### config.mk
export PLATFORM = sky130hd
export DESIGN_NAME = router_pkt_source
export DESIGN_NICKNAME = d
export VERILOG_FILES = /design/src/rtl/router_pkg.sv /design/src/rtl/router_src_fifo.sv /design/src/rtl/router_pkt_source.sv
export SDC_FILE = /design/constraint.sdc
export NUM_CORES = 1
export LEC_CHECK = 0
export CORE_ASPECT_RATIO = 0.8
export CORE_MARGIN = 5
export CORE_UTILIZATION = 63
export DETAILED_ROUTE_END_ITERATION = 10
export DONT_BUFFER_PORTS = 1
export PLACE_DENSITY = 0.86
export SLEW_MARGIN = 10
export SYNTH_ARGS = -nofsm -noshare
export SYNTH_HDL_FRONTEND = slang
export SYNTH_SLANG_ARGS = --single-unit
### constraint.sdc
create_clock -name clock -period 4.6 [get_ports clock]
set_clock_uncertainty 0.15 [all_clocks]
set_input_delay 1.38 -clock clock [delete_from_list [all_inputs] [get_ports clock]]
set_output_delay 1.38 -clock clock [all_outputs]
set_load 0.02 [all_outputs]
### src/rtl/router_pkg.sv
// Shared definitions for the router packet source: field widths, the
// reserved destination address and the packet-formatting FSM states.
package router_pkg;

  localparam int ADDR_W = 2;
  localparam int LEN_W  = 6;
  localparam int DATA_W = 8;

  // Destination port 3 does not exist on the router.
  localparam logic [ADDR_W-1:0] ILLEGAL_ADDR = 2'b11;

  typedef enum logic [2:0] {
    IDLE,
    HEADER,
    PAYLOAD,
    PARITY,
    GAP
  } state_t;

  // Header byte layout expected by the router: length in the upper bits,
  // destination port in the lower two bits.
  function automatic logic [DATA_W-1:0] make_header(input logic [LEN_W-1:0]  len,
                                                    input logic [ADDR_W-1:0] addr);
    return {len, addr};
  endfunction

endpackage

### src/rtl/router_src_fifo.sv
// Synchronous first-word-fall-through payload FIFO. The head byte is always
// visible on o_head while the FIFO is non-empty; a pop advances to the next.
module router_src_fifo
  import router_pkg::*;
#(
  parameter int DEPTH = 64,
  parameter int CNT_W = 7
) (
  input  logic              clock,
  input  logic              reset,
  input  logic              i_push,
  input  logic [DATA_W-1:0] i_data,
  input  logic              i_pop,
  output logic [DATA_W-1:0] o_head,
  output logic              o_ready,
  output logic [CNT_W-1:0]  o_count
);

  localparam int PTR_W = (DEPTH > 1) ? $clog2(DEPTH) : 1;

  logic [DATA_W-1:0] r_mem [DEPTH];
  logic [PTR_W-1:0]  r_wr_ptr;
  logic [PTR_W-1:0]  r_rd_ptr;
  logic [CNT_W-1:0]  r_count;
  logic              w_push;
  logic              w_pop;

  // Pointers wrap at DEPTH-1 so non-power-of-two depths also work.
  function automatic logic [PTR_W-1:0] next_ptr(input logic [PTR_W-1:0] p);
    return (p == PTR_W'(DEPTH - 1)) ? '0 : p + PTR_W'(1);
  endfunction

  assign o_ready = (r_count < CNT_W'(DEPTH));
  assign w_push  = i_push && o_ready;
  assign w_pop   = i_pop && (r_count != '0);
  assign o_head  = r_mem[r_rd_ptr];
  assign o_count = r_count;

  // Pointer and occupancy bookkeeping; simultaneous push and pop keeps the count.
  always_ff @(posedge clock) begin
    if (reset) begin
      r_wr_ptr <= '0;
      r_rd_ptr <= '0;
      r_count  <= '0;
    end else begin
      if (w_push) r_wr_ptr <= next_ptr(r_wr_ptr);
      if (w_pop)  r_rd_ptr <= next_ptr(r_rd_ptr);
      case ({w_push, w_pop})
        2'b10:   r_count <= r_count + CNT_W'(1);
        2'b01:   r_count <= r_count - CNT_W'(1);
        default: r_count <= r_count;
      endcase
    end
  end

  // Storage array; contents need no reset since the pointers define validity.
  always_ff @(posedge clock) begin
    if (w_push) r_mem[r_wr_ptr] <= i_data;
  end

endmodule

### src/rtl/router_pkt_source.sv
// Packet source feeding the router input port. A command is only accepted
// once its whole payload is buffered, so pkt_valid never bubbles inside a
// packet. Emits header, payload and a trailing parity byte, honouring busy.
module router_pkt_source
  import router_pkg::*;
#(
  parameter int PL_DEPTH   = 64,
  parameter int GAP_CYCLES = 2
) (
  input  logic              clock,
  input  logic              reset,
  input  logic              cmd_valid,
  output logic              cmd_ready,
  input  logic [ADDR_W-1:0] cmd_addr,
  input  logic [LEN_W-1:0]  cmd_len,
  input  logic              pl_valid,
  output logic              pl_ready,
  input  logic [DATA_W-1:0] pl_data,
  input  logic              busy,
  output logic              pkt_valid,
  output logic [DATA_W-1:0] pkt_data,
  output logic              pkt_done,
  output logic              err_addr,
  output logic [6:0]        fifo_count
);

  localparam int CNT_W = 7;
  localparam int GAP_W = (GAP_CYCLES > 1) ? $clog2(GAP_CYCLES) : 1;

  state_t            r_state;
  state_t            w_state_nxt;
  logic              r_pkt_valid,  w_pkt_valid_nxt;
  logic [DATA_W-1:0] r_pkt_data,   w_pkt_data_nxt;
  logic              r_pkt_done,   w_pkt_done_nxt;
  logic              r_err_addr,   w_err_addr_nxt;
  logic [DATA_W-1:0] r_parity,     w_parity_nxt;
  logic [LEN_W-1:0]  r_len,        w_len_nxt;
  logic [LEN_W-1:0]  r_remaining,  w_remaining_nxt;
  logic [GAP_W-1:0]  r_gap_cnt,    w_gap_cnt_nxt;

  logic              w_cmd_ready;
  logic              w_cmd_illegal;
  logic [LEN_W-1:0]  w_rem_dec;
  logic              w_fifo_pop;
  logic [DATA_W-1:0] w_fifo_head;
  logic [CNT_W-1:0]  w_fifo_count;
  logic              w_pl_ready;

  router_src_fifo #(
    .DEPTH (PL_DEPTH),
    .CNT_W (CNT_W)
  ) u_fifo (
    .clock   (clock),
    .reset   (reset),
    .i_push  (pl_valid),
    .i_data  (pl_data),
    .i_pop   (w_fifo_pop),
    .o_head  (w_fifo_head),
    .o_ready (w_pl_ready),
    .o_count (w_fifo_count)
  );

  // Illegal commands are always consumable; legal ones wait for their payload.
  assign w_cmd_illegal = (cmd_addr == ILLEGAL_ADDR);
  assign w_cmd_ready   = (r_state == IDLE) && cmd_valid &&
                         (w_cmd_illegal || (w_fifo_count >= {1'b0, cmd_len}));
  assign w_rem_dec     = r_remaining - LEN_W'(1);

  // Next-state and next-output logic; a byte advances only when busy is low.
  always_comb begin
    w_state_nxt     = r_state;
    w_pkt_valid_nxt = r_pkt_valid;
    w_pkt_data_nxt  = r_pkt_data;
    w_pkt_done_nxt  = 1'b0;
    w_err_addr_nxt  = 1'b0;
    w_parity_nxt    = r_parity;
    w_len_nxt       = r_len;
    w_remaining_nxt = r_remaining;
    w_gap_cnt_nxt   = r_gap_cnt;
    w_fifo_pop      = 1'b0;
    case (r_state)
      IDLE: begin
        if (w_cmd_ready) begin
          if (w_cmd_illegal) begin
            w_err_addr_nxt = 1'b1;
          end else begin
            w_pkt_valid_nxt = 1'b1;
            w_pkt_data_nxt  = make_header(cmd_len, cmd_addr);
            w_parity_nxt    = make_header(cmd_len, cmd_addr);
            w_len_nxt       = cmd_len;
            w_state_nxt     = HEADER;
          end
        end
      end
      HEADER: begin
        if (!busy) begin
          if (r_len == '0) begin
            w_pkt_valid_nxt = 1'b0;
            w_pkt_data_nxt  = r_parity;
            w_state_nxt     = PARITY;
          end else begin
            w_fifo_pop      = 1'b1;
            w_pkt_data_nxt  = w_fifo_head;
            w_parity_nxt    = r_parity ^ w_fifo_head;
            w_remaining_nxt = r_len;
            w_state_nxt     = PAYLOAD;
          end
        end
      end
      PAYLOAD: begin
        if (!busy) begin
          w_remaining_nxt = w_rem_dec;
          if (w_rem_dec == '0) begin
            w_pkt_valid_nxt = 1'b0;
            w_pkt_data_nxt  = r_parity;
            w_state_nxt     = PARITY;
          end else begin
            w_fifo_pop     = 1'b1;
            w_pkt_data_nxt = w_fifo_head;
            w_parity_nxt   = r_parity ^ w_fifo_head;
          end
        end
      end
      PARITY: begin
        if (!busy) begin
          w_pkt_done_nxt = 1'b1;
          w_pkt_data_nxt = '0;
          w_gap_cnt_nxt  = '0;
          w_state_nxt    = (GAP_CYCLES == 0) ? IDLE : GAP;
        end
      end
      GAP: begin
        if (r_gap_cnt == GAP_W'(GAP_CYCLES - 1)) begin
          w_state_nxt = IDLE;
        end else begin
          w_gap_cnt_nxt = r_gap_cnt + GAP_W'(1);
        end
      end
      default: w_state_nxt = IDLE;
    endcase
  end

  // State and output registers; reset aborts any packet in flight.
  always_ff @(posedge clock) begin
    if (reset) begin
      r_state     <= IDLE;
      r_pkt_valid <= 1'b0;
      r_pkt_data  <= '0;
      r_pkt_done  <= 1'b0;
      r_err_addr  <= 1'b0;
      r_parity    <= '0;
      r_len       <= '0;
      r_remaining <= '0;
      r_gap_cnt   <= '0;
    end else begin
      r_state     <= w_state_nxt;
      r_pkt_valid <= w_pkt_valid_nxt;
      r_pkt_data  <= w_pkt_data_nxt;
      r_pkt_done  <= w_pkt_done_nxt;
      r_err_addr  <= w_err_addr_nxt;
      r_parity    <= w_parity_nxt;
      r_len       <= w_len_nxt;
      r_remaining <= w_remaining_nxt;
      r_gap_cnt   <= w_gap_cnt_nxt;
    end
  end

  assign cmd_ready  = w_cmd_ready;
  assign pl_ready   = w_pl_ready;
  assign pkt_valid  = r_pkt_valid;
  assign pkt_data   = r_pkt_data;
  assign pkt_done   = r_pkt_done;
  assign err_addr   = r_err_addr;
  assign fifo_count = w_fifo_count;

endmodule

### Word level (Yosys, flattened, before mapping)

Memory sizes are Yosys's and may differ from the RTL's. A register that Yosys moved wholly into a read port is not among the register bits.
Index checks and enable logic that the tools add are counted.

* magnitude comparators: 2
* multiplexer cells: 50
* $add $sub $neg: 6
* bitwise operators: 5
* reductions and logical operators: 23
* equal/unequal tests: 19

Operator list (number)
* 8-bit two-way mux: 11
* 6-bit two-way mux: 7
* 8-bit case mux with 4 select lines: 1
* 8-bit case mux with 3 select lines: 1
* 3-bit two-way mux: 7
* 7-bit AND reduction: 3
* 2-bit != test (second input constant): 10
* 1-bit two-way mux: 17
* 3-bit case mux with 5 select lines: 1
* 7-bit case mux with 2 select lines: 1
* 6-bit by 1-bit adder with 6-bit output (second input constant): 2
* 6-bit equality test (second input constant): 2
* 6-bit logical NOT: 2
* 6-bit case mux with 2 select lines: 1
* 8-bit XOR: 1
* 7-bit by 1-bit adder with 7-bit output (second input constant): 1
* 7-bit by 6-bit >= comparator with 1-bit output: 1
* 7-bit less-than comparator (second input constant): 1
* 7-bit nonzero test: 1
* 7-bit by 1-bit subtractor with 7-bit output (second input constant): 1
* 3-bit by 2-bit equality test with 1-bit output (second input constant): 2
* 6-bit AND reduction: 1
* 2-bit nonzero test: 3
* 6-bit by 1-bit subtractor with 6-bit output (second input constant): 1
* other kinds (18): 26

* memories kept: 1
* register bits: 54
* input bits: 21
* logic and storage cells: 118
* bits in writable memories: 512
* output and inout port bits: 20

Memories
* u_fifo.r_mem: depth 64, bits a word 8, rd ports 1, clocked after memory_dff 1, wr ports 1, line router_src_fifo.sv:21 `logic [DATA_W-1:0] r_mem [DEPTH];`

### Depth between registers and ports, before layout

* depth in word-level cells: 8
* mapped depth: 16
* gate-level depth less buffers: 14

### Cells and area by module

Synthesis repeated with hierarchy kept, for this count alone.

* cell total of the unflattened synthesis: 1316
* area, all modules: 23326.1 µm²

By module, submodules not included
* router_src_fifo: area each 21162.8 µm², times used 1, cells each 1059, sequential area each 15875.2 µm²
* router_pkt_source: area each 2163.3 µm², times used 1, cells each 257, sequential area each 700.7 µm²

### Worst setup path after synthesis

Ideal clock, no wire load.

* path type: input to output
* start point: input port cmd_len[0]
* end point: output port cmd_ready
* stages on the path: 6
* required time: 3.070 ns
* path slack: 0.362 ns
* buffers on the path: 0
* arrival time: 2.708 ns
* cells stage by stage: ha_1 -> nand2b_1 -> a2111oi_0 -> nor3b_1 -> o21ai_0 -> a311oi_1

* cells in the longest elaborated chain, start to end: 3

Ends and longest elaborated chain
* start: declaration: line router_pkt_source.sv:15 `input logic [LEN_W-1:0] cmd_len,`
* 7-bit by 6-bit >= comparator with 1-bit output: line router_pkt_source.sv:66 `(w_cmd_illegal || (w_fifo_count >= {1'b0, cmd_len}));`
* 1-bit logical OR: line router_pkt_source.sv:66
* 1-bit logical AND: line router_pkt_source.sv:65 `assign w_cmd_ready = (r_state == IDLE) && cmd_valid &&`
* end: declaration: line router_pkt_source.sv:13 `output logic cmd_ready,`

No other way between the ends.

### Worst setup path after layout

Ends and elaborated chain as after synthesis.

==> run metrics <==
grt met3 use 0.0679; die height 182 um; clock root cell clkbuf_16; largest fanout on the critical path 4; first-pass GRT wire length 83.6 mm; P_leak 7.87 nW; CTS clk-pin slew, worst paths 0.07 ns; clock power share 0.417; worst slew pin tran 1.22 ns; Die Width 225 um; DRT Wirelength 55.4 mm; Num CTS Buffers 50; Reg power frac 0.565; hold_ws 0.371 ns; initial drt markers 2,217; CTS Sinks 572; nets 1,409; Critical Setup Path Class input pin to output pin; worst path arrival time 3.01 ns; worst vdd ir 0.000403 V; Rows 63; fmax 220 MHz; max cap viols 0; total track usage 0.272; # DRC 0; hpwl dp 33.0 mm; Max Root-Sink Buffers 3; status completed; crit end category output pin; endpoints failing hold 0; RSZ-0062 raised after global routing no; Initial Util 0.633; synthesized netlist cell count 1,369; Setup TNS Final 0 ns; Slew Limit Headroom 0.176; Post-DP Area 0.0237 mm^2; Comb pwr share 0.018; post-DR wirelength/cell just under 30 um; Slew Limit Fails 0; synthesized area per cell 17.0 um^2; post-synthesis cell type count 73; Clk Latency, worst-skew pair 0.59 ns; Area contributors post-synth edfxtp_1 66%, mux4_2 11%, dfxtp_1 5.2%; Core ar. between 0.03 and 0.04 mm^2; commonest cells after routing, fill and taps aside 512 x edfxtp_1, 137 x nor2_1, 112 x mux4_2; M2 GR Usage 0.426; RePlAce Congestion 0.891; vias in the first global route 13,300; GRT met1 Usage 0.386; # IOs 41; HP Class flip-flop to flip-flop; CTS tree done; Synth Warn # 0; area share of the largest cell type after synthesis 0.660; number of diodes 0; setup bufs post-CTS 0; htree depth 2; fraction of layout cells with a size suffix above 1 0.178; post-route cell area 0.0254 mm^2; Switching Share 0.199; largest net degree at the start of global routing 65; Psw 2.00 mW; initial antenna violation count 0; die area 0.0409 mm^2; crit path launch type input pin; DR pass1 iterations 6; Post-Syn Area 0.0233 mm^2; gr busiest metal met2; setup slack, reg-to-reg roughly 0.64 ns; Antenna Violating Nets Remaining 0; fin crit share 0.988; Seq/Total Area, Yosys 0.712; Synth area leader edfxtp_1; pwr dens 397 mW/mm^2; Post-synth EDFFs 512; hold_buf cts 0; final worst path period need 4.54 ns; Pint 8.08 mW; routed vias 13,400; Yosys reg bits 572; Setup Viol. Count Final 0; ys flop type edfxtp_1; total power 10.1 mW; Synth async-reset ratio 0; WP data required 3.07 ns; filler cell count 2,160; Overflow after GRT 0; area grow syn2layout 8.91%; commonest non-fill, non-tap cell in the layout edfxtp_1; IO Port Bufs 0; syn nets 1,403; Via-to-Cell Ratio 7.02
-- cells in the mapped netlist (11+ instances only) --
cell,n
edfxtp_1,512
nor2_1,137
mux4_2,112
dfxtp_1,60
nand2_1,57
clkbuf_1,33
nand3_1,33
a21oi_1,28
mux2i_1,28
o21ai_0,25
a211oi_1,22
o22ai_1,21
buf_4,17
inv_1,17
nor2b_1,16
nor3_1,15
ha_1,13
mux2_2,13
a22oi_1,11
buf_2,11
-- stage by stage --
| step | std cells | utilization | setup slack (ns) |
|---|---|---|---|
| 5_1_grt | 1903 | 0.689 | 0.00325 |
| 3_3_place_gp | 1810 | 0.645 | -0.0570 |
| 6_report | 1903 | 0.689 | 0.0561 |
| 2_1_floorplan | 1369 | - | 0.362 |
| 3_5_place_dp | 1810 | 0.645 | -0.0191 |
| 4_1_cts | 1903 | 0.689 | 0.0741 |
-- critical path, cell delays in order --
cell	delay [ns]
ha_1	0.26
nand2b_1	0.15
a2111oi_2	0.42
buf_4	0.18
nor3b_1	0.05
o21ai_0	0.25
a311oi_1	0.14
buf_4	0.18
-- registers in the layout, summed over array words and instances (netlist names), named ones only --
register,flops
u_fifo.o_count,7
r_remaining,6
pkt_data,8
pkt_valid,1
r_parity,8
u_fifo.r_mem,512
r_state,3
u_fifo.r_rd_ptr,6
pkt_done,1
err_addr,1
u_fifo.r_wr_ptr,6
r_len,6
r_gap_cnt,1
-- power by group through the flow --
stage          combinational, mW  clock (mW)  sequential (mW)
2_1_floorplan              0.120           0             5.80
3_3_place_gp               0.169           0             5.80
3_5_place_dp               0.173           0             5.81
4_1_cts                    0.179        4.23             5.69
5_1_grt                    0.195        4.47             5.69
6_report                   0.183        4.20             5.69
-- path summary, 6_finish.rpt --
kind,to,from,depth (start not counted)
setup / recovery,cmd_ready,cmd_len[0],8
hold / removal,r_parity[0],r_parity[0],2
setup reg to reg,u_fifo.o_count[6],u_fifo.o_count[2],13
hold reg to reg,r_parity[0],r_parity[0],2
-- what timing repair did --
action / CTS / global route
endpoints found under the setup margin: 1 / 0
gates resized for setup: 2 / 0
endpoints found under the hold margin: 0 / 0
-- final cells by class --
type                            instances  area [um^2]  area share
Multi-Input combinational cell        701         6200       0.244
Timing Repair Buffer                   33          285      0.0112
Inverter                               17         63.8     0.00252
Clock buffer                           63         1330      0.0525
Tap cell                              487          609      0.0240
Clock inverter                         30          299      0.0118
Sequential cell                       572        16600       0.654
-- metal layers --
metal,part of all wire,vias up
met5,0,-
met4,0.034,0
met3,0.12,155
met2,0.48,973
met1,0.37,6763
li1,-,5472
-- logic make-up after synthesis --
kind of cell | Yosys count | synth area share
AND/OR/NAND/NOR | 334 | 0.0695
buffers and inverters | 96 | 0.0227
XOR/XNOR | 14 | 0.00526
multiplexers | 155 | 0.128
adder cells (fa/ha/maj) | 13 | 0.00698
AO/OA/AOI/OAI | 185 | 0.0564
flip-flops | 572 | 0.712
No activity file was read; power rests on OpenSTA's default activity.
